$ cat src/rtl/vx_perf_event_ctrs_pkg.sv
// Shared constants for the performance event counters: channel indices and default channel count.
package vx_perf_event_ctrs_pkg;

  localparam int PERF_EVT_LOADS      = 0;
  localparam int PERF_EVT_STORES     = 1;
  localparam int PERF_EVT_BRANCHES   = 2;
  localparam int PERF_EVT_IBF_STALLS = 3;
  localparam int PERF_EVT_SCB_STALLS = 4;
  localparam int PERF_EVT_LSU_STALLS = 5;
  localparam int PERF_EVT_CSR_STALLS = 6;
  localparam int PERF_EVT_ALU_STALLS = 7;
  localparam int PERF_EVT_FPU_STALLS = 8;
  localparam int PERF_EVT_GPU_STALLS = 9;

  localparam int PERF_NUM_EVENTS = PERF_EVT_GPU_STALLS + 1;

endpackage

$ cat src/rtl/vx_perf_event_ctrs_ctr_cell.sv
// One live event counter with sticky overflow; wraps by default, saturates when
// PERF_CTR_SATURATE_EN is defined. Updates one cycle after inputs, no backpressure.
module vx_perf_event_ctrs_ctr_cell #(
  parameter int CTR_BITS = 44,
  parameter int INC_BITS = 4
) (
  input  logic                clk,
  input  logic                reset,
  input  logic                enable,
  input  logic                clear,
  input  logic [INC_BITS-1:0] inc,
  output logic [CTR_BITS-1:0] count,
  output logic                ovf
);

  // One extra bit captures the carry out of the counter width.
  logic [CTR_BITS:0] sum;
  assign sum = {1'b0, count} + {{(CTR_BITS + 1 - INC_BITS){1'b0}}, inc};

  always_ff @(posedge clk or posedge reset) begin
    if (reset) begin
      count <= '0;
      ovf   <= 1'b0;
    end else if (clear) begin
      count <= '0;
      ovf   <= 1'b0;
    end else if (enable) begin
      if (sum[CTR_BITS]) begin
        ovf <= 1'b1;
      end
`ifdef PERF_CTR_SATURATE_EN
      count <= sum[CTR_BITS] ? {CTR_BITS{1'b1}} : sum[CTR_BITS-1:0];
`else
      count <= sum[CTR_BITS-1:0];
`endif
    end
  end

endmodule

$ cat src/rtl/vx_perf_event_ctrs.sv
// Per-channel event counters with a snapshot bank read over a valid/ready port (1-cycle
// response latency, response held until accepted). PERF_CTR_SATURATE_EN selects saturation.
`ifndef PERF_CTR_BITS
`define PERF_CTR_BITS 44
`endif

module vx_perf_event_ctrs
  import vx_perf_event_ctrs_pkg::*;
#(
  parameter int NUM_EVENTS = PERF_NUM_EVENTS,
  parameter int CTR_BITS   = `PERF_CTR_BITS,
  parameter int INC_BITS   = 4,
  localparam int IDX_BITS  = $clog2(NUM_EVENTS)
) (
  input  logic                           clk,
  input  logic                           reset,
  input  logic                           enable,
  input  logic                           clear,
  input  logic                           snap,
  input  logic [NUM_EVENTS*INC_BITS-1:0] evt_inc,
  input  logic                           rd_req_valid,
  input  logic [IDX_BITS-1:0]            rd_req_idx,
  output logic                           rd_req_ready,
  output logic                           rd_rsp_valid,
  output logic [CTR_BITS-1:0]            rd_rsp_data,
  output logic                           rd_rsp_err,
  input  logic                           rd_rsp_ready,
  output logic [NUM_EVENTS-1:0]          ovf
);

  logic [CTR_BITS-1:0] live   [NUM_EVENTS];
  logic [CTR_BITS-1:0] shadow [NUM_EVENTS];

  for (genvar g = 0; g < NUM_EVENTS; g++) begin : g_cell
    vx_perf_event_ctrs_ctr_cell #(
      .CTR_BITS (CTR_BITS),
      .INC_BITS (INC_BITS)
    ) u_cell (
      .clk    (clk),
      .reset  (reset),
      .enable (enable),
      .clear  (clear),
      .inc    (evt_inc[g*INC_BITS +: INC_BITS]),
      .count  (live[g]),
      .ovf    (ovf[g])
    );
  end

  // Live values are registers, so a snap always sees the value from before this cycle's update.
  always_ff @(posedge clk or posedge reset) begin
    if (reset) begin
      for (int i = 0; i < NUM_EVENTS; i++) begin
        shadow[i] <= '0;
      end
    end else if (snap) begin
      for (int i = 0; i < NUM_EVENTS; i++) begin
        shadow[i] <= live[i];
      end
    end
  end

  logic rd_req_fire;
  logic idx_ok;

  assign rd_req_ready = !rd_rsp_valid || rd_rsp_ready;
  assign rd_req_fire  = rd_req_valid && rd_req_ready;
  assign idx_ok       = int'(rd_req_idx) < NUM_EVENTS;

  // Response data is registered at accept time, so later snaps cannot disturb a held response.
  always_ff @(posedge clk or posedge reset) begin
    if (reset) begin
      rd_rsp_valid <= 1'b0;
      rd_rsp_data  <= '0;
      rd_rsp_err   <= 1'b0;
    end else if (rd_req_fire) begin
      rd_rsp_valid <= 1'b1;
      rd_rsp_data  <= idx_ok ? shadow[rd_req_idx] : '0;
      rd_rsp_err   <= !idx_ok;
    end else if (rd_rsp_ready) begin
      rd_rsp_valid <= 1'b0;
    end
  end

endmodule

$ cat config.mk
export PLATFORM = sky130hd
export DESIGN_NAME = vx_perf_event_ctrs
export DESIGN_NICKNAME = d
export VERILOG_FILES = /design/src/rtl/vx_perf_event_ctrs_pkg.sv /design/src/rtl/vx_perf_event_ctrs_ctr_cell.sv /design/src/rtl/vx_perf_event_ctrs.sv
export SDC_FILE = /design/constraint.sdc
export NUM_CORES = 2
export LEC_CHECK = 0
export CORE_ASPECT_RATIO = 1.4
export CORE_UTILIZATION = 55
export CTS_CLUSTER_DIAMETER = 120
export DETAILED_ROUTE_END_ITERATION = 7
export PLACE_DENSITY = 0.72
export SYNTH_ARGS = -nofsm -noshare
export SYNTH_HDL_FRONTEND = slang
export SYNTH_SLANG_ARGS = --single-unit
$ cat constraint.sdc
create_clock -name clk -period 93.5 [get_ports clk]
set_clock_uncertainty 0.05 [all_clocks]
set_input_delay 28.05 -clock clk [delete_from_list [all_inputs] [get_ports clk]]
set_output_delay 28.05 -clock clk [all_outputs]
set_load 0.05 [all_outputs]
### Yosys cells after proc, flatten, opt, wreduce, memory -nomap -nowiden

Cells that the tools add are included.
Widths: inputs -> output; s select.

| word-level totals | value |
|---|---|
| bits in registers | 936 |
| input bits | 51 |

| cells by class | value |
|---|---|
| multiplexer cells | 56 |
| bitwise operators | 1 |
| $lt $le $gt $ge | 2 |
| $add $sub $neg | 10 |
| reductions and logical operators | 26 |

Operators by type and width:

| cell | number |
|---|---|
| $mux 44 | 23 |
| $add 44x4->45 | 10 |
| $bmux 44 s4 | 1 |
| $mux 1 | 32 |
| $reduce_bool 2->1 | 12 |
| $reduce_and 2->1 | 10 |
| $ge 5x5->1 const B | 1 |
| $not 4->5 | 1 |
| $lt 4x4->1 const B | 1 |
| $logic_not 1->1 | 2 |
| $logic_and 1x1->1 | 1 |
| $logic_or 1x1->1 | 1 |

### Logic depth before layout (Yosys ltp)

| depth | value |
|---|---|
| word-level depth | 5 |
| mapped depth | 8 |
| gate-level depth less buffers | 7 |

### By module

Synthesis repeated with hierarchy kept, for this count alone.

| unflattened totals | value |
|---|---|
| cells, all modules | 4096 |
| area, all modules | 45587.5 µm² |

By module, submodules not included:

| module | sequential area each (µm²) | cells an instance | instances | area an instance (µm²) |
|---|---|---|---|---|
| vx_perf_event_ctrs | 12161.7 | 1534 | 1 | 21504.4 |
| vx_perf_event_ctrs_ctr_cell (g_cell[0].u_cell ...) | 1126.1 | 257 | 8 | 2412.3 |
| vx_perf_event_ctrs_ctr_cell (g_cell[1].u_cell ...) | 1126.1 | 253 | 2 | 2392.3 |

### Least setup slack after synthesis

OpenSTA, ideal clock, no wires.

| path | value |
|---|---|
| path type | in2out |
| from | input port rd_rsp_ready |
| to | output port rd_req_ready |
| data required time | 65.400 ns |
| path slack | 36.896 ns |
| arrival | 28.504 ns |
| cell stages on the path | 1 |
| cell sequence | nand2b_1 |

| on the way | value |
|---|---|
| word-level cells in the longest chain between the ends | 1 |

Ends and longest elaborated chain:

| element | line | text |
|---|---|---|
| start: declaration | vx_perf_event_ctrs.sv:27 | `input logic rd_rsp_ready,` |
| $logic_or 1x1->1 | vx_perf_event_ctrs.sv:65 | `assign rd_req_ready = !rd_rsp_valid \|\| rd_rsp_ready;` |
| end: declaration | vx_perf_event_ctrs.sv:23 | `output logic rd_req_ready,` |

No other way between the ends.

### Final worst setup path

Same ends and word-level chain as after synthesis.

==> key figures <==
Run status
  – Result of the run: finished, final reports clean

Placement
  – Gp weighted congestion: 0.892
  – Placed cells: 4856
  – Place WS: 35930 ps
  – HPWL after detailed placement: 74.2 mm
  – Number of buffers inserted by port buffering: 107

Setup path
  – Sequence of cells on the critical path: clkdlybuf4s50_1, nand2b_1, clkdlybuf4s50_1
  – Most used cell along the critical path: sky130_fd_sc_hd__clkdlybuf4s50_1
  – Reg-to-reg slack, setup: 90300 ps
  – Max incr delay on CP: 820 ps
  – Buffering stage count on the worst path with inverters included: 2
  – Library cell contributing the largest single delay on the critical path: sky130_fd_sc_hd__clkdlybuf4s50_1
  – Peak fanout along the critical path: 4
  – Critical path start-end classification: primary input to primary output
  – CP Data Required Time: 65400 ps
  – RR Endpoint: g_cell[0].u_cell.count[41]
  – R2R depth: 6
  – Crit path launch type: primary input
  – Critical Path End Type: primary output
  – CP delay by family, top: buffers and inverters
  – Reg2reg start: g_cell[0].u_cell.count[3]
  – Instance count on the critical path: 3
  – Worst setup path endpoint: rd_req_ready
  – Launching element of the worst setup path: rd_rsp_ready
  – Data arrival time of the critical path: 29480 ps

GRT
  – Number of antenna violations at the first check in global routing: 0
  – Final global-route overflow total: 0
  – Pin count of the biggest net entering global routing: 166
  – Global-route wire length before repair: 174 mm
  – Total GRT Usage: 26.5%
  – Via count of the first global-routing pass: 31300

Floorplanning
  – Std cell rows: 123
  – Horizontal die dimension: 244 um
  – CORE AREA: 0.0808 sq mm
  – Number of top-level pins: 108
  – Die Footprint: 0.0831 sq mm
  – Starting Density: 55.8%
  – Overall die height: 341 um

Clock tree
  – Clock tree from TritonCTS: done
  – TritonCTS Sinks: 936
  – Skew-Pair Late Insertion Delay: 650 ps
  – Hold-fix buffers, CTS: 0
  – Cells resized by post-CTS repair: 0
  – Clock slew seen by the registers of the worst setup and hold paths: 60 ps
  – Clk root buf: sky130_fd_sc_hd__clkbuf_16
  – Maximum root-to-sink buffer count: 3
  – Setup Buffers After CTS: 0
  – TritonCTS buffer count: 88
  – Clock H-tree levels: 3

Logic synthesis
  – Mux share of post-synthesis cell area: 18.4%
  – Compound-gate portion of the synthesized area: 6.21%
  – Post-synthesis share of cell area spent on and, or, nand and nor gates: 14.4%
  – Post-synth EDFFs: 0
  – Adder-cell share of the synthesized area: 1.56%
  – Cell area after technology mapping: 0.0451 sq mm
  – Synth Warn #: 0
  – Avg Cell Area, Syn: 11.7 sq um
  – Synth cell types: 67
  – Share of async-settable or async-resettable flops after synthesis: 100%
  – Net count of the mapped netlist: 3957
  – Number of flip-flops and latches in the synthesized netlist: 936
  – Synthesized instance count: 3856
  – Share of the synthesized netlist area taken by xor and xnor gates: 5.00%
  – Largest family of logic cells by synthesized area: multiplexers
  – Most common flop cell mapped by yosys: sky130_fd_sc_hd__dfrtp_1
  – Part of the Yosys area used for sequential elements: 52.0%

Power
  – Largest voltage drop on the vdd net: 0.0173 mV
  – Pwr per Cell Area: 17.4 mW/mm^2
  – Static power due to leakage: 22.1 nW

STA
  – Slew Limit Fails: 0
  – Actual transition at the worst max-transition pin: 1100 ps
  – Relative slew slack: 26.7%
  – Final Hold Violating Endpoints: 0
  – Hold slack final: 433 ps
  – Final period util: 61.6%
  – Final min period: 57580 ps
  – Setup total negative slack: 0 ps
  – Setup WS post-layout: 35920 ps
  – Total of endpoints with negative setup slack in the final report: 0
  – Setup repair after global routing missed its margin: false
  – Maximum operating frequency: 17.4 MHz

Routing
  – Post-detailed-routing wire length: 108 mm
  – Pre-Repair DR Iteration Count: 7
  – Vias/cell: 6.17
  – Total number of vias: 31000
  – Count of antenna-violating nets left after detailed routing: 0
  – WL per Instance: 21.5 um
  – Violation count after the first detailed-routing iteration: 1921
  – Count of unresolved DRC violations after routing: 0

Min path
  – Startpoint of the lowest-slack hold path: rd_rsp_data[33]
  – Worst min path class: register to register

Cells and area
  – Final std cells w/o fill: 5019
  – Area added between synthesis and finish: 11.4%
  – Fraction of final layout cells sized beyond drive strength 1: 19.7%
  – Number of nets in the final layout: 3985
  – Antenna diode count: 0

Flow run
  – Max-cap viol count: 0
placed cells by master, fill, tap and decap left out, types with 54 or more instances in the layout:
cell type / instances
sky130_fd_sc_hd__nor4_1: 59
sky130_fd_sc_hd__clkbuf_16: 91
sky130_fd_sc_hd__xnor2_1: 117
sky130_fd_sc_hd__clkdlybuf4s50_1: 101
sky130_fd_sc_hd__nor3_1: 54
sky130_fd_sc_hd__nand3_1: 151
sky130_fd_sc_hd__mux4_2: 88
sky130_fd_sc_hd__nor2_1: 341
sky130_fd_sc_hd__dfrtp_1: 936
sky130_fd_sc_hd__nand4_1: 151
sky130_fd_sc_hd__o21ai_0: 96
sky130_fd_sc_hd__a21oi_1: 156
sky130_fd_sc_hd__mux2_2: 455
sky130_fd_sc_hd__xor2_1: 140
sky130_fd_sc_hd__or3_1: 96
sky130_fd_sc_hd__mux2i_1: 118
sky130_fd_sc_hd__nand2_1: 184
cell families (layout without fill, tap and decap cells):
group,after synthesis,in the layout
AOI/OAI and AO/OA,440,440
xor gates and xnor gates,257,257
adders and majority gates,50,50
buffers and inverters,269,370
DFF,936,936
muxes,662,662
and+or+nand+nor,1242,1242
routing by layer:
layer	vias to the layer above	global-route usage, %	share of wire [%]
met5	-	0	0
li1	14200	-	-
met2	745	44.6	50
met1	15800	34.1	41
met4	0	12.9	4.7
met3	247	2.92	3.9
state kept, by name, summed over array words and instances, names as in the netlist:
register	flops
g_cell.u_cell.count	440
g_cell.u_cell.ovf	10
rd_rsp_data	44
rd_rsp_err	1
rd_rsp_valid	1
shadow	440
where the power goes:
part           leakage, nW  internal [mW]  switching (mW)
clock                 1.58          0.240           0.158
combinational         7.52         0.0217          0.0399
sequential            13.0          0.411         0.00477
total                 22.1          0.672           0.203
synthesized netlist by cell type, types with 5 or more instances:
cell                       instances  area, sq um
sky130_fd_sc_hd__dfrtp_1         936        23400
sky130_fd_sc_hd__mux2_2          455         5120
sky130_fd_sc_hd__nor2_1          341         1280
sky130_fd_sc_hd__nand2_1         184          691
sky130_fd_sc_hd__clkbuf_1        167          627
sky130_fd_sc_hd__a21oi_1         156          781
sky130_fd_sc_hd__nand3_1         151          756
sky130_fd_sc_hd__nand4_1         151          945
sky130_fd_sc_hd__xor2_1          140         1230
sky130_fd_sc_hd__mux2i_1         118         1180
sky130_fd_sc_hd__xnor2_1         117         1020
sky130_fd_sc_hd__o21ai_0          96          480
sky130_fd_sc_hd__or3_1            96          601
sky130_fd_sc_hd__mux4_2           88         1980
sky130_fd_sc_hd__nor4_1           59          369
sky130_fd_sc_hd__nor3_1           54          270
sky130_fd_sc_hd__inv_1            53          199
sky130_fd_sc_hd__or4_1            52          390
sky130_fd_sc_hd__o221ai_1         44          385
sky130_fd_sc_hd__o31ai_1          42          315
sky130_fd_sc_hd__ha_1             40          500
sky130_fd_sc_hd__and3_1           39          244
sky130_fd_sc_hd__and4_1           31          272
sky130_fd_sc_hd__a21o_1           24          180
sky130_fd_sc_hd__buf_2            20          100
sky130_fd_sc_hd__a211oi_1         19          143
sky130_fd_sc_hd__nor2b_1          17          106
sky130_fd_sc_hd__buf_1            16         60.1
sky130_fd_sc_hd__o21a_1           13         97.6
sky130_fd_sc_hd__or2_2            13         81.3
sky130_fd_sc_hd__buf_4            12         90.1
sky130_fd_sc_hd__nor4b_1          12          105
sky130_fd_sc_hd__fa_1             10          200
sky130_fd_sc_hd__o211ai_1          9         67.6
sky130_fd_sc_hd__nor3b_1           8         60.1
sky130_fd_sc_hd__and2_1            7         43.8
sky130_fd_sc_hd__a211o_1           5         43.8
sky130_fd_sc_hd__nor3_2            5         50.1
tightest hold or removal path, stage by stage (launching register included):
cell and delay (ps):
sky130_fd_sc_hd__dfrtp_1 340, sky130_fd_sc_hd__nand2_1 50, sky130_fd_sc_hd__o221ai_1 60
per-stage QoR:
stage	util [%]	instance area, sq um	power (mW)
after floorplan	-	45100	0.466
after global placement	58.1	47000	0.484
after detailed placement	58.1	47000	0.485
after CTS	62.1	50200	0.882
after global routing	62.1	50200	0.903
final	62.1	50200	0.875
how the worst min path moves through the flow:
stage	endpoint	slack [ps]	cells past startpoint
final	rd_rsp_data[33]	430	2
after CTS	rd_rsp_data[2]	440	2
after detailed placement	rd_rsp_data[13]	420	2
after floorplan	g_cell[4].u_cell.ovf	410	1
after global placement	rd_rsp_err	410	2
after global routing	rd_rsp_data[33]	460	2
layout make-up:
type                       count  area (sq um)
clock buffer                 129          2630
clock inverter                34           594
fill                        6298         30600
inverter                      53           206
multi-input combinational   2651         20600
sequential                   936         23400
tap                         1062          1330
timing repair buffer         154          1470
Power figures use the tool's default switching activity.
